### src/rtl/router_fsm_ctrl.sv
// Router controller FSM: header decode and header/payload/parity load sequencing.
// Optional WAIT_TILL_EMPTY timeout is built only when ROUTER_FSM_TIMEOUT_EN is defined.
module router_fsm_ctrl #(
    parameter int WAIT_LIMIT = 32,
    parameter int CNT_W      = 6
) (
    input  logic       clock,
    input  logic       resetn,
    input  logic       pkt_valid,
    input  logic [1:0] data_in,
    input  logic       fifo_full,
    input  logic [2:0] fifo_empty,
    input  logic [2:0] soft_reset,
    input  logic       parity_done,
    input  logic       low_packet_valid,
    output logic       detect_add,
    output logic       lfd_state,
    output logic       ld_state,
    output logic       laf_state,
    output logic       full_state,
    output logic       rst_int_reg,
    output logic       write_enb_reg,
    output logic       busy,
    output logic [1:0] addr_out,
    output logic       drop_pkt
);

    // state | meaning
    // DA    | decode header address
    // LFD   | load first data (header) byte
    // LD    | load payload bytes
    // FFS   | destination FIFO full, hold
    // LAF   | resume load after full
    // LP    | load parity byte
    // CPE   | check parity error
    // WTE   | wait for destination FIFO to drain
    localparam logic [2:0] DA  = 3'd0;
    localparam logic [2:0] LFD = 3'd1;
    localparam logic [2:0] LD  = 3'd2;
    localparam logic [2:0] FFS = 3'd3;
    localparam logic [2:0] LAF = 3'd4;
    localparam logic [2:0] LP  = 3'd5;
    localparam logic [2:0] CPE = 3'd6;
    localparam logic [2:0] WTE = 3'd7;

    if ((2 ** CNT_W) <= WAIT_LIMIT) begin : g_cnt_w_check
        $error("router_fsm_ctrl: CNT_W too narrow for WAIT_LIMIT");
    end

    logic [2:0] state_q, state_d;
    logic [1:0] addr_q, addr_d;

`ifdef ROUTER_FSM_TIMEOUT_EN
    logic [CNT_W-1:0] cnt_q, cnt_d;
    logic             drop_q, drop_d;
`endif

    always_comb begin
        state_d = state_q;
        addr_d  = addr_q;
`ifdef ROUTER_FSM_TIMEOUT_EN
        drop_d  = 1'b0;
        // Counter is zero on the first WTE cycle and counts cycles spent waiting.
        cnt_d   = (state_q == WTE) ? cnt_q + 1'b1 : '0;
`endif
        case (state_q)
            DA: begin
                if (pkt_valid && (data_in != 2'd3)) begin
                    addr_d  = data_in;
                    state_d = fifo_empty[data_in] ? LFD : WTE;
                end
            end
            LFD: state_d = LD;
            LD: begin
                if (fifo_full)       state_d = FFS;
                else if (!pkt_valid) state_d = LP;
            end
            FFS: begin
                if (!fifo_full) state_d = LAF;
            end
            LAF: begin
                if (parity_done)           state_d = DA;
                else if (low_packet_valid) state_d = LP;
                else                       state_d = LD;
            end
            LP:  state_d = CPE;
            CPE: state_d = fifo_full ? FFS : DA;
            WTE: begin
                if (fifo_empty[addr_q]) begin
                    state_d = LFD;
                end
`ifdef ROUTER_FSM_TIMEOUT_EN
                else if (cnt_q == CNT_W'(WAIT_LIMIT - 1)) begin
                    state_d = DA;
                    drop_d  = 1'b1;
                end
`endif
            end
            default: state_d = DA;
        endcase

        // Soft reset of the selected port aborts any in-flight packet, with no drop pulse.
        if ((state_q != DA) && soft_reset[addr_q]) begin
            state_d = DA;
`ifdef ROUTER_FSM_TIMEOUT_EN
            drop_d  = 1'b0;
`endif
        end
    end

    always_ff @(posedge clock or negedge resetn) begin
        if (!resetn) begin
            state_q <= DA;
            addr_q  <= 2'd0;
        end else begin
            state_q <= state_d;
            addr_q  <= addr_d;
        end
    end

`ifdef ROUTER_FSM_TIMEOUT_EN
    always_ff @(posedge clock or negedge resetn) begin
        if (!resetn) begin
            cnt_q  <= '0;
            drop_q <= 1'b0;
        end else begin
            cnt_q  <= cnt_d;
            drop_q <= drop_d;
        end
    end

    assign drop_pkt = drop_q;
`else
    assign drop_pkt = 1'b0;
`endif

    assign detect_add    = (state_q == DA);
    assign lfd_state     = (state_q == LFD);
    assign ld_state      = (state_q == LD);
    assign laf_state     = (state_q == LAF);
    assign full_state    = (state_q == FFS);
    assign rst_int_reg   = (state_q == CPE);
    assign write_enb_reg = (state_q == LFD) || (state_q == LD) ||
                           (state_q == LP)  || (state_q == LAF);
    assign busy          = (state_q == LFD) || (state_q == FFS) || (state_q == LAF) ||
                           (state_q == LP)  || (state_q == CPE) || (state_q == WTE);
    assign addr_out      = addr_q;

endmodule
### config.mk
export PLATFORM = sky130hd
export DESIGN_NAME = router_fsm_ctrl
export DESIGN_NICKNAME = d
export VERILOG_FILES = /design/src/rtl/router_fsm_ctrl.sv
export SDC_FILE = /design/constraint.sdc
export NUM_CORES = 1
export LEC_CHECK = 0
export BUFFER_PORTS_ARGS = -buffer_cell sky130_fd_sc_hd__buf_4
export CAP_MARGIN = 20
export CORE_AREA = 3 3 40 42
export CTS_CLUSTER_DIAMETER = 100
export CTS_CLUSTER_SIZE = 10
export DETAILED_ROUTE_END_ITERATION = 12
export DIE_AREA = 0 0 43 45
export PLACE_DENSITY = 0.76
export SLEW_MARGIN = 40
export SYNTH_ARGS = -nofsm -noshare
export SYNTH_HDL_FRONTEND = slang
export SYNTH_SLANG_ARGS = --single-unit
### constraint.sdc
create_clock -name clock -period 2.45 [get_ports clock]
set_clock_uncertainty 0.05 [all_clocks]
set_input_delay 0.245 -clock clock [delete_from_list [all_inputs] [get_ports clock]]
set_output_delay 0.245 -clock clock [all_outputs]
set_load 0.01 [all_outputs]
# After elaboration in Yosys (flattened, before gate mapping)
# Cells that the tools add are included.
[totals]
latchBits = 0
ram_bits = 0
regBits = 5
romBits = 0
inputBits = 14
output_inout_bits = 11
n_memories = 0
word_cells = 47
[classes]
shift = 0
mux = 17
n_addsub = 0
n_reduce_logical = 14
n_eq_ne = 12
bitwise_logic = 0
mul = 0
div = 0
order_cmp = 2
[ops]
columns = ["op", "n"]
rows = [
  ["3-bit two-way mux", 9],
  ["3-bit case mux with 8 select lines", 1],
  ["3-bit == test, second input constant", 4],
  ["1-bit logical OR", 8],
  ["1-bit binary-select mux with 2-bit select", 3],
  ["3-bit by 2-bit == test with 1-bit output, second input constant", 2],
  ["2-bit by 3-bit less-than comparator with 1-bit output, second input constant", 2],
  ["4-bit by 3-bit inequality test with 1-bit output, second input constant", 1],
  ["4-bit AND reduction", 1],
  ["3-bit by 1-bit == test with 1-bit output, second input constant", 1],
  ["3-bit zero test", 1],
  ["1-bit two-way mux", 3],
  ["3-bit by 1-bit inequality test with 1-bit output, second input constant", 1],
  ["3-bit by 2-bit inequality test with 1-bit output, second input constant", 1],
  ["3-bit inequality test, second input constant", 1],
  ["3-bit nonzero test", 1],
  ["1-bit logical AND", 2],
  ["2-bit two-way mux", 1],
  ["2-bit inequality test, second input constant", 1],
  ["2-bit AND reduction", 1],
]

# Longest topological paths before layout
# Gate-level depths: netlist of run 1.
[logic_depth]
word_depth = 6
ltp_mapped = 5
mapped_depth_nobuf = 4

# Worst setup path after synthesis of run 1
# No wires, ideal clock.
[synth_timing]
kind = "reg-to-reg"
from = "register state_q[0]"
to = "register state_q[2]"
synth_period_minus_slack_ps = 1454
required_ps = 2318
path_slack_ps = 996
path_stages_with_launch = 6
setup_ps = 82
arrival_ps = 1323
cell_sequence = "dfrtp_1 > buf_6 > nor3_2 > nand2_1 > o22a_1 > a31oi_1"
[synth_via]
elab_cells_between_ends = 17
classes_between = "eq/ne (11); mux (2); reduce/logical (4)"
[synth_rtl]
columns = ["item", "line", "rtl"]
rows = [
  ["start: declaration", "50", "logic [2:0] state_q, state_d;"],
  ["start signal: assignment", "116", "state_q <= state_d;"],
  ["3-bit zero test *", "--", ""],
  ["net detect_add", "16", "output logic detect_add,"],
  ["3-bit case mux with 8 select lines or 3-bit by 1-bit inequality test with 1-bit output (tied branches)", "--", ""],
  ["3-bit two-way mux or 4-bit AND reduction (tied branches)", "--", ""],
]
# Mark *: on every way through the listed nets, which the timed path passes. The rest lies on a longest branch.
# A chain may end at the register's enable or synchronous reset.

# Worst setup path in the final report of run 1
[layout_timing]
from = "register state_q[0]"
to = "output port write_enb_reg"
[layout_via]
elab_chain_cells = 4
elab_cells_between_ends = 7
classes_between = "eq/ne (4); reduce/logical (3)"
[layout_lines]
columns = ["item", "line", "rtl"]
rows = [
  ["3-bit by 1-bit == test with 1-bit output or 3-bit by 2-bit == test with 1-bit output (tied branches)", "143", "assign write_enb_reg = (state_q == LFD) || (state_q == LD) ||"],
  ["1-bit logical OR (2 in series)", "143", ""],
  ["1-bit logical OR *", "144", "(state_q == LP) || (state_q == LAF);"],
  ["end: declaration", "22", "output logic write_enb_reg,"],
]
# Every way passes the cells marked *; elsewhere a longest branch is shown, timed or not.

==> impl_metrics.toml, run 1 <==
[critical_path]
arrival_ps = 1400
critPathBufInv = 1
worstSetupPathType = "reg -> out"
cp_data_required_time_ps = 2150
cp_slowest_cell = "dfrtp_1"
worst-path-stages = 3
reg2reg_to = "state_q[0]"
slowest_delay_ps = 500
r2r-start = "state_q[0]"
crit_chain = "or2_2 -> xnor2_1 -> buf_4"
crit_family = "flip-flops"
start_kind = "register"
critPathMaxFanout = 13
worst_r2r_path_depth = 4
cp-end-kind = "output pin"
rrSetupSlack_ps = 830

[synthesis]
yosysSeqAreaShare_pct = 25.3
ys_seq_elements = 5
yosysTopAreaCell = "dfrtp_1"
synth_area_leaders = "dfrtp_1 25%, mux2i_1 8.1%, nor2_1 6.8%"
syn_nets = 74
synth_warnings = 0
synth_top_family_by_area = "simple AND/OR/NAND/NOR gates"
synthXorXnorAreaFrac_pct = 1.77
yosysTopAreaCellShare_pct = 25.3
synthAdderAreaFrac_pct = 0
synth_mux_area_share_pct = 8.08
synthCells = 60
synthDistinctLibCells = 31
synth_compound_area_share_pct = 24.7
netlist_area_sq_um = 495
synth_simple_gate_area_share_pct = 30.1
avgSynthCellArea_sq_um = 8.26

[hold_path]
whs_path_depth = 2
hp-class = "in -> reg"
worstHoldStart = "data_in[0]"
hold_end = "addr_out[0]"

[cts]
tritoncts = "built"
root_buffer = "clkbuf_4"
cts_resized = 0
clock_path_buffers = 2
cts_buffers = 3
cts_sinks = 5
clock_latency_ps = 250
ctsHtreeMaxLevel = 1
clk_pin_slew_worst_paths_ps = 40

[global_routing]
first_global_vias = 494
grt_remaining_overflow = 0
grt_first_pass_wirelength_microns = 1980
antenna_found_initial = 0
grt_max_degree = 14
grt.total_usage_pct = 14.2

[timing]
fin_crit_sh_pct = 69.1
hold-worst-slack_ps = 223
finalSetupViolations = 0
timing.fmax_ghz = 0.591
drv_slew = 0
hold_viol_final = 0
finalSetupTns_ps = 0
grt_setup_unrepaired = "false"
finalCriticalPeriod_ps = 1690

[detailed_routing]
wirelength_microns = 1220
via_count = 551
first_pass_iters = 4
final_antenna_net_count = 0
via_per_inst = 5.57
drtIter0Drc = 6
route.detailed.drc = 0
wl_per_cell_microns = 12.4

[layout]
final_core_utilization_pct = 53.6
drive_gt1_share_pct = 36.9
multi_input_area_sq_um = 324
fillCellCount = 128
nNetsFinal = 99
layout_common_cells = "23 x buf_4, 9 x nor2_1, 5 x nand2_1, 5 x dfrtp_1, 4 x mux2i_1"
fin_area_sq_um = 688
layout_commonest_cell = "buf_4"
diodes = 0
layout-area-overhead-vs-synth_pct = 38.9
seqCellArea_sq_um = 125

[placed_design]
numPortBuffers = 23
dp_hpwl_microns = 965
placed_cell_area_sq_um = 652
gp_congestion = 0.739

[run]
cap_violations = 0

[power]
ir_drop_v = 0.000556
p_leak_nw = 0.339
p_per_area_nw_per_um2 = 1140

[die]
die-area_sq_um = 1940
die_w_microns = 43
core_area_sq_um = 1280
initial_utilization_pct = 38.6
die_h_microns = 45
rows = 13
io_pins = 25

[status]
status = "finished, final reports clean"
==> per-layer routing <==
metal	part of all wire, %	global-route usage (%)	vias to the layer above
met3	10	6.37	5
met5	0	0	-
li1	-	-	263
met1	40	13.4	257
met4	2.5	9.04	0
met2	48	25.1	26
==> flip-flops by register name, summed over array words and instances, names as in the netlist <==
name,flops
state_q,3
addr_out,2
==> cells in the mapped netlist (all sizes together) <==
library cell  n
nor2          9
dfrtp         5
nand2         5
buf           4
mux2i         4
inv           3
o22a          3
a31oi         2
nand2b        2
nor3          2
o211ai        2
o21ai         2
a211o         1
a211oi        1
a22o          1
and2b         1
and3          1
and3b         1
conb          1
nand3b        1
nor2b         1
o211a         1
o22ai         1
o311a         1
o31ai         1
or2           1
or3b          1
or4           1
xnor2         1
==> worst max-delay path by stage <==
stage	start	endpoint
2_1_floorplan	state_q[0]	state_q[2]
3_3_place_gp	state_q[0]	state_q[0]
3_5_place_dp	state_q[0]	state_q[0]
4_1_cts	state_q[0]	write_enb_reg
5_1_grt	state_q[0]	write_enb_reg
6_report	state_q[0]	write_enb_reg
==> worst register-to-register path, cell delays in order, from the launching register on <==
cell and delay, ps:
dfrtp_1 500, or3b_1 420, a211o_1 290, o311a_1 140, nor3_2 150
==> report_power, final <==
group	total (mW)	internal [mW]	switching, mW
clock	0.0968	0.0617	0.0352
combinational	0.470	0.261	0.209
sequential	0.214	0.122	0.0922
total	0.781	0.445	0.336
==> per-stage QoR <==
stage / setup slack (ps) / cells / total power [mW]
final: 758 / 99 / 0.781
after global routing: 635 / 99 / 0.850
after CTS: 751 / 99 / 0.788
after detailed placement: 852 / 94 / 0.683
after global placement: 890 / 94 / 0.676
after floorplan: 996 / 60 / 0.526
==> kinds of logic (layout without fill, tap and decap cells) <==
kind of cell              count (synthesis)  count (layout)
AOI/OAI and AO/OA                        16              16
xor gates and xnor gates                  1               1
buffers and inverters                     7              31
DFF                                       5               5
muxes                                     4               4
other                                     1               1
and+or+nand+nor                          26              26
==> layout make-up <==
class / instances / share of cell area (%)
Tap cell: 15 / 2.73
Sequential cell: 5 / 18.2
Clock buffer: 4 / 3.82
Multi-Input combinational cell: 48 / 47.1
Timing Repair Buffer: 24 / 26.5
Inverter: 3 / 1.64
==> repair_timing <==
| action | in CTS | in global routing |
|---|---|---|
| buffers inserted | 0 | 0 |
| hold buffers | 1 | 0 |
| endpoints found under the setup margin | 0 | 0 |
| endpoints found under the hold margin | 5 | 0 |
Power figures use the tool's default switching activity.
==> inputs of run 2 (changes only) <==
ABC_AREA = 1   (was default)
PLACE_DENSITY = 0.8   (was 0.76)
clock period = 1.6 ns   (was 2.45 ns; I/O delays follow)
==> impl_metrics.toml, run 2 <==
[status]
status = "finished, final reports clean"

[synthesis]
synth_edf_count = 0
synth_area_leaders = "dfrtp_1 23%, nand2_1 19%, nand3_1 14%"
yosysTopAreaCell = "dfrtp_1"
synthArstFlopShare_pct = 100
synth_common_cells = "27 x nand2_1, 17 x inv_1, 15 x nand3_1, 14 x nor2_1, 5 x dfrtp_1"
yosysSeqAreaShare_pct = 23.3
avgSynthCellArea_sq_um = 5.55
syn_nets = 111
ys_seq_elements = 5
synth_warnings = 0
synthFlopType = "dfrtp_1"
netlist_area_sq_um = 538
synthCells = 97
yosysTopAreaCellShare_pct = 23.3
synthDistinctLibCells = 19
synth.most_common_cell = "nand2_1"

[detailed_routing]
drtIter0Drc = 14
first_pass_iters = 4
wl_per_cell_microns = 10.2
final_antenna_net_count = 0
via_per_inst = 4.97
route.detailed.drc = 0
via_count = 686
wirelength_microns = 1410

[global_routing]
grt_first_pass_wirelength_microns = 2330
first_global_vias = 592
grt.total_usage_pct = 15.8
antenna_found_initial = 0
grt_max_degree = 9
grt_remaining_overflow = 0

[layout]
drive_gt1_share_pct = 27.6
layout_common_cells = "27 x nand2_1, 23 x buf_4, 17 x inv_1"
layout_commonest_cell = "nand2_1"
fin_area_sq_um = 752
layout-area-overhead-vs-synth_pct = 39.8
finalNonFillerCells = 138
final_core_utilization_pct = 58.5
nNetsFinal = 138
top_register = "state_q"
diodes = 0
largest_reg_flops = 3

[power]
p_int_uw = 649
netSwitchingFraction_pct = 50.2
p_leak_nw = 0.461
p_total_mw = 1.30
pwr-share-comb_pct = 66.6
clkPwrFrac_pct = 11.0
ir_drop_v = 0.000811
p_sw_uw = 656
p_per_area_nw_per_um2 = 1740
pwr-share-seq_pct = 22.4

[cts]
cts_sinks = 5
tritoncts = "built"
root_buffer = "clkbuf_4"
ctsHtreeMaxLevel = 1
post_cts_buffers = 0
clock_latency_ps = 240
clock_path_buffers = 2
cts_buffers = 3
clk_pin_slew_worst_paths_ps = 50

[die]
io_pins = 25
die_w_microns = 43
die-area_sq_um = 1940
initial_utilization_pct = 41.9
core_area_sq_um = 1280
rows = 13
die_h_microns = 45

[critical_path]
start_kind = "register"
slowest_delay_ps = 470
cp-end-kind = "output pin"
startpoint = "state_q[0]"
worst_r2r_path_depth = 7
reg2reg_to = "state_q[0]"
worstSetupPathType = "reg -> out"
rrSetupSlack_ps = 260
r2r-start = "state_q[0]"
cp_data_required_time_ps = 1390
critPathMaxFanout = 8
cp_slowest_cell = "dfrtp_2"
crit_chain = "nor2_4 -> inv_2 -> nor2_2 -> nand3b_1 -> buf_4"
arrival_ps = 1300

[timing]
finalSetupViolations = 0
fin_crit_sh_pct = 94.3
finalCriticalPeriod_ps = 1510
hold-worst-slack_ps = 157
setup_ws_ps = 91.5
drv_slew = 0
timing.fmax_ghz = 0.663
hold_viol_final = 0
finalSetupTns_ps = 0
grt_setup_unrepaired = "false"

[placed_design]
placed_cell_area_sq_um = 711
gp_congestion = 0.830
dpl_worst_slack_ps = 245
dp_hpwl_microns = 1230
numPortBuffers = 23
dp_cells = 133

[hold_path]
hp-class = "in -> reg"
whs_path_depth = 3
worstHoldStart = "data_in[0]"
hold_end = "addr_out[0]"

[run]
cap_violations = 0
[run 2: changes by cell type after synthesis, sizes merged, moves of 3 or more]
cell,previous run,this run
nand2,5,27
nand3,0,16
inv,3,18
nor2,9,17
mux2i,4,0
a21oi,0,3
o22a,3,0
[run 2: what timing repair did]
action	in CTS	in global routing
gates resized for setup	0	2
hold buffers	1	0
hold endpoints to repair	5	0
endpoints found under the setup margin	0	1
[run 2: per-layer routing]
| layer | global-route usage [%] | part of all wire, % |
|---|---|---|
| met5 | 0 | 0 |
| met4 | 10.2 | 1.1 |
| met3 | 1.99 | 4.4 |
| met2 | 26.6 | 52 |
| met1 | 19.1 | 43 |
[run 2: cell families after synthesis]
logic type             count (synthesis)  synth area share (%)
other                                  1                 0.697
AO/OA/AOI/OAI                          5                  4.65
flip-flops                             5                  23.3
AND/OR/NAND/NOR                       65                  54.7
buffers and inverters                 21                  16.7
[run 2: layout make-up]
class	instances	area (sq um)
Clock inverter	1	5.00
Multi-Input combinational cell	71	325
Clock buffer	3	22.5
Tap cell	15	18.8
Timing Repair Buffer	24	183
Inverter	19	71.3
Sequential cell	5	126
Fill cell	133	533
[run 2: worst max path at each step]
stage | endpoint | slack (ps)
after floorplan | write_enb_reg | 310
after global placement | state_q[1] | 300
after detailed placement | state_q[0] | 240
after CTS | write_enb_reg | 20
after global routing | write_enb_reg | 30
final | write_enb_reg | 90
[run 2: worst max-delay path, delay by kind of cell (launching register included)]
kind,cells,cell delay (ps)
buffers and inverters,2,180
AND/OR/NAND/NOR,3,400
flip-flops,1,470
[run 2: power by group through the flow]
stage          Clock (mW)  Combinational, mW  Sequential [mW]
2_1_floorplan           0              0.584            0.261
3_3_place_gp            0              0.843            0.288
3_5_place_dp            0              0.861            0.289
4_1_cts             0.153              0.865            0.287
5_1_grt             0.158              0.986            0.304
6_report            0.144              0.869            0.292
==> inputs of run 3 (changes only) <==
ABC_AREA = 0   (was 1)
ABC_CLOCK_PERIOD_IN_PS = 1600   (was default)
PLACE_DENSITY = 0.76   (was 0.8)
==> impl_metrics.toml, run 3 (synthesized netlist as in run 1, its figures left out) <==
[layout]
nNetsFinal = 104
layout-area-overhead-vs-synth_pct = 46.7
final_core_utilization_pct = 56.6
layout_commonest_cell = "buf_4"
drive_gt1_share_pct = 41.6
layout_common_cells = "28 x buf_4, 9 x nor2_1, 5 x nand2_1"
largest_reg_flops = 3
diodes = 0
fillCellCount = 125
top_register = "state_q"

[critical_path]
startpoint = "state_q[0]"
arrival_ps = 1640
cp-end-kind = "register"
r2r-start = "state_q[0]"
critPathMaxFanout = 7
slowest_delay_ps = 430
cp_data_required_time_ps = 1710
crit_chain = "or3b_1 -> a211o_1 -> o311a_1 -> nor3_2"
worstSetupPathType = "reg -> reg"
cp_slowest_cell = "dfrtp_2"
start_kind = "register"
worst_r2r_path_depth = 4
rrSetupSlack_ps = 60

[timing]
timing.fmax_ghz = 0.651
grt_setup_unrepaired = "false"
finalSetupTns_ps = 0
fin_crit_sh_pct = 96.0
finalSetupViolations = 0
finalCriticalPeriod_ps = 1540
drv_slew = 0
hold_viol_final = 0

[die]
initial_utilization_pct = 38.6
core_area_sq_um = 1280
die-area_sq_um = 1940
die_h_microns = 45
die_w_microns = 43
rows = 13
io_pins = 25

[global_routing]
first_global_vias = 516
grt_first_pass_wirelength_microns = 1990
grt.total_usage_pct = 13.7
grt_max_degree = 9
grt_remaining_overflow = 0
antenna_found_initial = 0

[cts]
cts_sinks = 5
clock_path_buffers = 2
tritoncts = "built"
post_cts_buffers = 0
clk_pin_slew_worst_paths_ps = 40
root_buffer = "clkbuf_4"
clock_latency_ps = 240
ctsHtreeMaxLevel = 1
cts_buffers = 3

[detailed_routing]
wirelength_microns = 1220
wl_per_cell_microns = 11.8
route.detailed.drc = 0
drtIter0Drc = 9
via_count = 555
first_pass_iters = 4
via_per_inst = 5.34
final_antenna_net_count = 0

[placed_design]
gp_congestion = 0.833
dp_hpwl_microns = 983
numPortBuffers = 23

[status]
status = "finished, final reports clean"

[hold_path]
hp-class = "in -> reg"
whs_path_depth = 2
worstHoldStart = "data_in[0]"

[power]
ir_drop_v = 0.00101
p_leak_nw = 0.364
p_per_area_nw_per_um2 = 1760

[run]
cap_violations = 0
-- run 3: stage by stage --
| stage | hold WS, ps | cell area (sq um) | power, mW | instances | setup slack [ps] |
|---|---|---|---|---|---|
| 6_report | 151 | 727 | 1.28 | 104 | 64.0 |
| 5_1_grt | 158 | 727 | 1.39 | 104 | 6.31 |
| 4_1_cts | 152 | 726 | 1.29 | 104 | 59.0 |
| 3_5_place_dp | -86.3 | 689 | 1.13 | 99 | 78.7 |
| 3_3_place_gp | -86.7 | 689 | 1.13 | 99 | 128 |
| 2_1_floorplan | -186 | 495 | 0.805 | 60 | 146 |
-- run 3: cell type report --
class | instances | area, sq um | area share, %
clock buffer | 4 | 26.3 | 3.61
sequential | 5 | 126 | 17.4
multi-input combinational | 48 | 324 | 44.6
inverter | 3 | 11.3 | 1.55
timing repair buffer | 29 | 220 | 30.3
tap | 15 | 18.8 | 2.58
-- run 3: final timing paths --
| path | endpoint |
|---|---|
| min reg2reg | addr_out[0] |
| max in group asynchronous | state_q[0] |
| min | addr_out[0] |
| min in group asynchronous | state_q[2] |
| max reg2reg | state_q[0] |
| max | state_q[0] |
-- run 3: power by group --
group	total (mW)	leakage [nW]	internal (mW)	switching, mW
clock	0.143	0.0150	0.0941	0.0488
combinational	0.851	0.289	0.470	0.381
sequential	0.288	0.0607	0.191	0.0977
total	1.28	0.364	0.754	0.528
-- run 3: what timing repair did --
item,in CTS,in global routing
resized for setup,0,1
setup endpoints to repair,0,2
hold endpoints to repair,5,0
hold buffers,1,0
-- run 3: critical path, delay by kind of cell (launching register included) --
kind            cells  cell delay [ps]
simple gates        2              490
compound gates      2              490
flops               1              430
-- run 3: routing by layer --
layer | part of all wire, % | global-route usage, % | wire, microns
met1 | 38 | 13.9 | 470
met2 | 50 | 25.4 | 607
met3 | 10 | 5.58 | 128
met4 | 1.3 | 4.82 | 16
met5 | 0 | 0 | 0
